--- src/rtl/exit_monitor_pkg.sv ---
// Shared types for the exit monitor: FSM state encoding and the
// width of the post-reset hold counter.
package exit_monitor_pkg;

    typedef enum logic [1:0] {
        HOLD = 2'd0,
        RUN  = 2'd1,
        DONE = 2'd2
    } state_e;

    localparam int WAIT_W = 8;

endpackage

--- src/rtl/exit_ch_capture.sv ---
// One exit channel: sticky exited flag, first captured value and a
// fail flag that marks a nonzero exit value.
module exit_ch_capture #(
    parameter int VALUE_W = 32
) (
    input  logic               clk_i,
    input  logic               rst_ni,
    input  logic               clr_i,
    input  logic               en_i,
    input  logic               valid_i,
    input  logic [VALUE_W-1:0] value_i,
    output logic               exited_o,
    output logic               fail_o,
    output logic [VALUE_W-1:0] value_o
);

    logic               exited_q, exited_d;
    logic               fail_q, fail_d;
    logic [VALUE_W-1:0] value_q, value_d;

    always_comb begin
        exited_d = exited_q;
        fail_d   = fail_q;
        value_d  = value_q;
        if (clr_i) begin
            exited_d = 1'b0;
            fail_d   = 1'b0;
            value_d  = '0;
        end else if (en_i && valid_i && !exited_q) begin
            // only the first strobe is kept
            exited_d = 1'b1;
            fail_d   = |value_i;
            value_d  = value_i;
        end
    end

    always_ff @(posedge clk_i or negedge rst_ni) begin
        if (!rst_ni) begin
            exited_q <= 1'b0;
            fail_q   <= 1'b0;
            value_q  <= '0;
        end else begin
            exited_q <= exited_d;
            fail_q   <= fail_d;
            value_q  <= value_d;
        end
    end

    assign exited_o = exited_q;
    assign fail_o   = fail_q;
    assign value_o  = value_q;

endmodule

--- src/rtl/exit_monitor.sv ---
// Test-harness exit monitor: sequences the core reset, collects per-hart
// exit codes, runs a watchdog and reports a sticky pass/fail verdict.
module exit_monitor
    import exit_monitor_pkg::*;
#(
    parameter int NUM_CH            = 2,
    parameter int VALUE_W           = 32,
    parameter int CNT_W             = 32,
    parameter int RESET_WAIT_CYCLES = 4,
    parameter int MODE_ALL          = 1
) (
    input  logic                      clk_i,
    input  logic                      rst_ni,
    input  logic                      clear_i,
    input  logic [CNT_W-1:0]          max_cycles_i,
    input  logic [NUM_CH-1:0]         exit_valid_i,
    input  logic [NUM_CH*VALUE_W-1:0] exit_value_i,
    output logic                      core_rst_no,
    output logic                      done_o,
    output logic                      pass_o,
    output logic                      timeout_o,
    output logic [NUM_CH-1:0]         exited_o,
    output logic [NUM_CH-1:0]         fail_o,
    output logic [VALUE_W-1:0]        first_fail_value_o,
    output logic [CNT_W-1:0]          cycle_count_o
);

    localparam logic [WAIT_W-1:0] HOLD_LAST = WAIT_W'(RESET_WAIT_CYCLES - 1);

    state_e             state_q, state_d;
    logic [WAIT_W-1:0]  hold_cnt_q, hold_cnt_d;
    logic [CNT_W-1:0]   cyc_q, cyc_d;
    logic               core_rst_q, core_rst_d;
    logic               done_q, done_d;
    logic               timeout_q, timeout_d;

    logic               run;
    logic               cap_en;
    logic [NUM_CH-1:0]  exited;
    logic [NUM_CH-1:0]  fail;
    logic [VALUE_W-1:0] cap_val [NUM_CH];
    logic [NUM_CH-1:0]  exited_now;
    logic               exit_done;
    logic [CNT_W-1:0]   cyc_inc;
    logic               wdog;

    assign run    = (state_q == RUN);
    assign cap_en = run && !clear_i;

    for (genvar c = 0; c < NUM_CH; c++) begin : g_ch
        exit_ch_capture #(
            .VALUE_W (VALUE_W)
        ) u_cap (
            .clk_i    (clk_i),
            .rst_ni   (rst_ni),
            .clr_i    (clear_i),
            .en_i     (cap_en),
            .valid_i  (exit_valid_i[c]),
            .value_i  (exit_value_i[c*VALUE_W +: VALUE_W]),
            .exited_o (exited[c]),
            .fail_o   (fail[c]),
            .value_o  (cap_val[c])
        );
    end

    // include channels exiting this very cycle in the done decision
    assign exited_now = exited | exit_valid_i;
    assign exit_done  = (MODE_ALL != 0) ? &exited_now : |exited_now;
    assign cyc_inc    = (&cyc_q) ? cyc_q : cyc_q + CNT_W'(1);
    assign wdog       = (max_cycles_i != '0) && (cyc_inc >= max_cycles_i);

    always_comb begin
        state_d    = state_q;
        hold_cnt_d = hold_cnt_q;
        cyc_d      = cyc_q;
        core_rst_d = core_rst_q;
        done_d     = done_q;
        timeout_d  = timeout_q;
        if (clear_i) begin
            state_d    = HOLD;
            hold_cnt_d = '0;
            cyc_d      = '0;
            core_rst_d = 1'b0;
            done_d     = 1'b0;
            timeout_d  = 1'b0;
        end else begin
            unique case (state_q)
                HOLD: begin
                    if (hold_cnt_q == HOLD_LAST) begin
                        state_d    = RUN;
                        hold_cnt_d = '0;
                        core_rst_d = 1'b1;
                    end else begin
                        hold_cnt_d = hold_cnt_q + WAIT_W'(1);
                    end
                end
                RUN: begin
                    cyc_d = cyc_inc;
                    if (exit_done) begin
                        state_d = DONE;
                        done_d  = 1'b1;
                    end else if (wdog) begin
                        state_d   = DONE;
                        done_d    = 1'b1;
                        timeout_d = 1'b1;
                    end
                end
                DONE: begin
                end
                default: begin
                    state_d    = HOLD;
                    hold_cnt_d = '0;
                    core_rst_d = 1'b0;
                end
            endcase
        end
    end

    always_ff @(posedge clk_i or negedge rst_ni) begin
        if (!rst_ni) begin
            state_q    <= HOLD;
            hold_cnt_q <= '0;
            cyc_q      <= '0;
            core_rst_q <= 1'b0;
            done_q     <= 1'b0;
            timeout_q  <= 1'b0;
        end else begin
            state_q    <= state_d;
            hold_cnt_q <= hold_cnt_d;
            cyc_q      <= cyc_d;
            core_rst_q <= core_rst_d;
            done_q     <= done_d;
            timeout_q  <= timeout_d;
        end
    end

    always_comb begin
        first_fail_value_o = '0;
        for (int c = NUM_CH - 1; c >= 0; c--) begin
            if (fail[c]) begin
                first_fail_value_o = cap_val[c];
            end
        end
    end

    assign core_rst_no   = core_rst_q;
    assign done_o        = done_q;
    assign timeout_o     = timeout_q;
    assign exited_o      = exited;
    assign fail_o        = fail;
    assign cycle_count_o = cyc_q;
    assign pass_o        = done_q & ~timeout_q & ~|fail;

endmodule

--- config.mk ---
export PLATFORM = sky130hd
export DESIGN_NAME = exit_monitor
export DESIGN_NICKNAME = d
export VERILOG_FILES = /design/src/rtl/exit_monitor_pkg.sv /design/src/rtl/exit_ch_capture.sv /design/src/rtl/exit_monitor.sv
export SDC_FILE = /design/constraint.sdc
export NUM_CORES = 1
export LEC_CHECK = 0
export BUFFER_PORTS_ARGS = -buffer_cell sky130_fd_sc_hd__buf_2
export CORE_MARGIN = 1
export CORE_UTILIZATION = 55
export DETAILED_ROUTE_END_ITERATION = 8
export HOLD_SLACK_MARGIN = 0.15
export MAX_ROUTING_LAYER = met4
export PLACE_DENSITY = 0.81
export SLEW_MARGIN = 20
export SYNTH_ARGS = -nofsm -noshare
export SYNTH_HDL_FRONTEND = slang
export SYNTH_SLANG_ARGS = --single-unit
--- constraint.sdc ---
create_clock -name clk_i -period 4.7 [get_ports clk_i]
set_input_delay 0 -clock clk_i [delete_from_list [all_inputs] [get_ports clk_i]]
set_output_delay 0 -clock clk_i [all_outputs]
set_load 0.01 [all_outputs]
==> flow_summary.ini <==
[logic_synthesis]
syn_area_mm2 = 0.00736
async_flop_share_pct = 100
synth_nets = 994
synth_common_cells = 113 x dfrtp_1, 113 x nand2_1, 85 x o21ai_0, 73 x nand2b_1, 59 x nor2_1
synth_edf_count = 0
ys_types = 61
synth_seq_cells = 113
synthTopCellsByArea = dfrtp_1 38%, ha_1 6.5%, nand2b_1 6.2%
yosys.area.top_type = dfrtp_1
synth_ff_type = dfrtp_1
yosys.area.top_type_share_pct = 38.4
ys_seq_area_share_pct = 38.4
syn_area_per_cell_um2 = 8.61
netlist_instances = 855
yosysWarnings = 0

[setup_path]
arrival_ps = 4430
cpMaxStageDelayCell = or4b_1
critPathKind = flip-flop to flip-flop
ff2ff_path_depth = 14
startpoint_type = flip-flop
cpPeakStageDelay_ps = 500
path_max_fanout = 15
path_buf_inv = 1
crit_path_start = cycle_count_o[0]$_DFFE_PN0P_
worstPathRequired_ps = 5020
r2r-start = cycle_count_o[0]$_DFFE_PN0P_
cp.depth = 14
cp_top_family = simple AND/OR/NAND/NOR gates
worstSetupEndpointType = flip-flop
crit_chain = ha_1 -> nand4_4 -> nor3_4 -> and4_1 -> buf_4 -> nor3_1 -> xor2_1 -> ha_1 -> nand2_1 -> nor3_1 -> or4b_1 -> a31oi_2 -> nor2_1 -> o41ai_2

[sta]
rsz0062_at_grt = false
setup_violations = 0
fin_tns_setup_ps = 0
whs_ps = 158
period_needed_ps = 4110
timing.final.crit_share_pct = 87.5
hold_violations = 0
clock.fmax_ghz = 0.243
skew_ps = 9.07
report.final.slew_viol_count = 0
relSlewSlack_pct = 38.0
tightest_slew_ps = 922

[placement]
globalplace.congestion = 0.942
dp.cells = 1156
numPortBuffers = 172
place_hpwl_um = 13500

[run]
cap_violations = 0

[global_routing]
antenna_found_initial = 0
grt_pass1_wl_um = 35400
grt.total_usage_pct = 33.1
overflow = 0
grt_max_degree = 71
grt_pass1_vias = 7146

[clock_tree]
cts_num_sinks = 113
post_cts_resize_count = 0
insertion_delay_ps = 420
cts.clk_slew.worst_paths_ps = 50
numCtsBuffers = 17
cts_tree = yes
clockBufferDepth = 2
post_cts_buffers = 0
cts-root-buf = clkbuf_16
cts.htree.levels = 4
cts.hold.buffers_added = 71

[floorplan]
die_area_mm2 = 0.0139
die_x_um = 118
initial_core_util_pct = 57.4
row_count = 41
die_h_um = 118
core-area_mm2 = 0.0128
io_pins = 173

[final_layout]
syn_to_final_growth_pct = 30.0
instances_no_fill = 1256
nets = 1213
drive_above_1_share_pct = 21.5
final_core_util_pct = 74.6
fill_cells = 891
insertedDiodeCount = 0

[worst_hold_path]
worstHoldPathType = primary input to async pin

[detailed_routing]
vias = 7189
drcViolationCount = 0
vias_per_cell = 5.72
totalWireLength_um = 21200
drt_iter0_markers = 592
ant_nets = 0
avgRoutedWirePerCell_um = 16.9
drtPass1Iterations = 6

[pwr]
p_per_area_mw_per_mm2 = 329
ir_worst_vdd_v = 0.000276
power_leakage_uw = 0.00450

[run_status]
status = complete, no violations
-- path summary, 6_finish.rpt --
path                                                          to  slack, ps
hold / removal                     cycle_count_o[22]$_DFFE_PN0P_        160
hold reg to reg                        hold_cnt_q[7]$_DFFE_PN0P_        490
min in group clk_i            g_ch[1].u_cap.exited_o$_DFFE_PN0P_        170
setup / recovery                           timeout_o$_DFFE_PN0P_        590
max in group asynchronous  g_ch[1].u_cap.value_o[13]$_DFFE_PN0P_       3290
setup reg to reg                           timeout_o$_DFFE_PN0P_        590
-- through the flow --
| stage | area [um2] | worst slack [ps] | power, uW |
|---|---|---|---|
| global placement | 8280 | 781 | 1790 |
| floorplan | 7360 | 1120 | 1580 |
| finish | 9570 | 589 | 3150 |
| global route | 9570 | 210 | 3300 |
| detailed placement | 8280 | 661 | 1810 |
| CTS | 9570 | 584 | 3130 |
-- layer usage --
metal  wire length, um  vias to the layer above  track usage (%)
li1                  -                     3416                -
met1              8730                     3378             41.2
met2             10300                      336             51.6
met3              1550                       59             7.85
met4               651                        0             13.7
met5                 0                        -                -
-- report_power, final --
group          switching (uW)  internal, uW
clock                     447           832
sequential               84.6          1080
combinational             438           261
-- sequential cells by signal, indices dropped and copies added (netlist names) --
name,cells
cycle_count_o,32
timeout_o,1
hold_cnt_q,8
g_ch.u_cap.exited_o,2
core_rst_no,1
state_q,2
g_ch.u_cap.value_o,64
done_o,1
g_ch.u_cap.fail_o,2
-- kinds of logic (layout without fill, tap and decap cells) --
logic type      Yosys count  count (layout)  share of synthesized area [%]
compound gates          160             160                           13.9
xor+xnor                 58              58                           6.90
fa+ha+maj                38              38                           6.46
buf+inv                  95             324                           5.47
flops                   113             113                           38.4
mux                       2               2                          0.289
simple gates            389             389                           28.6
-- final cells by class --
type | count | area (um2) | share of cell area [%]
clock buffers | 18 | 439 | 4.59
well taps | 172 | 215 | 2.25
multi-input cells | 647 | 4150 | 43.3
flip-flops and latches | 113 | 2830 | 29.5
repair buffers | 252 | 1640 | 17.2
clock inverters | 11 | 141 | 1.48
inverters | 43 | 161 | 1.69
-- worst reg2reg max path: cells and delay by family (launching register included) --
| family | cells | cell delay, ps |
|---|---|---|
| buffers and inverters | 1 | 280 |
| AND/OR/NAND/NOR | 8 | 1940 |
| XOR/XNOR | 1 | 150 |
| AO/OA/AOI/OAI | 2 | 650 |
| flip-flops | 1 | 420 |
| adder cells (fa/ha/maj) | 2 | 570 |
-- cells in the final DEF, fill, tap and decap left out, drive strengths merged, types with 3 or more instances in the layout --
cell type and count:
a21o 3, a21oi 21, a22o 31, and2 5, and3 5, buf 181, bufinv 3, clkbuf 18
clkinv 5, clkinvlp 3, dfrtp 113, dlygate4sd3 71, ha 38, inv 43, nand2 113, nand2b 73
nand3 29, nand4 21, nor2 59, nor2b 5, nor3 22, nor4 41, nor4b 4, o21ai 85
xnor2 41, xor2 17
No activity file was read; power rests on OpenSTA's default activity.
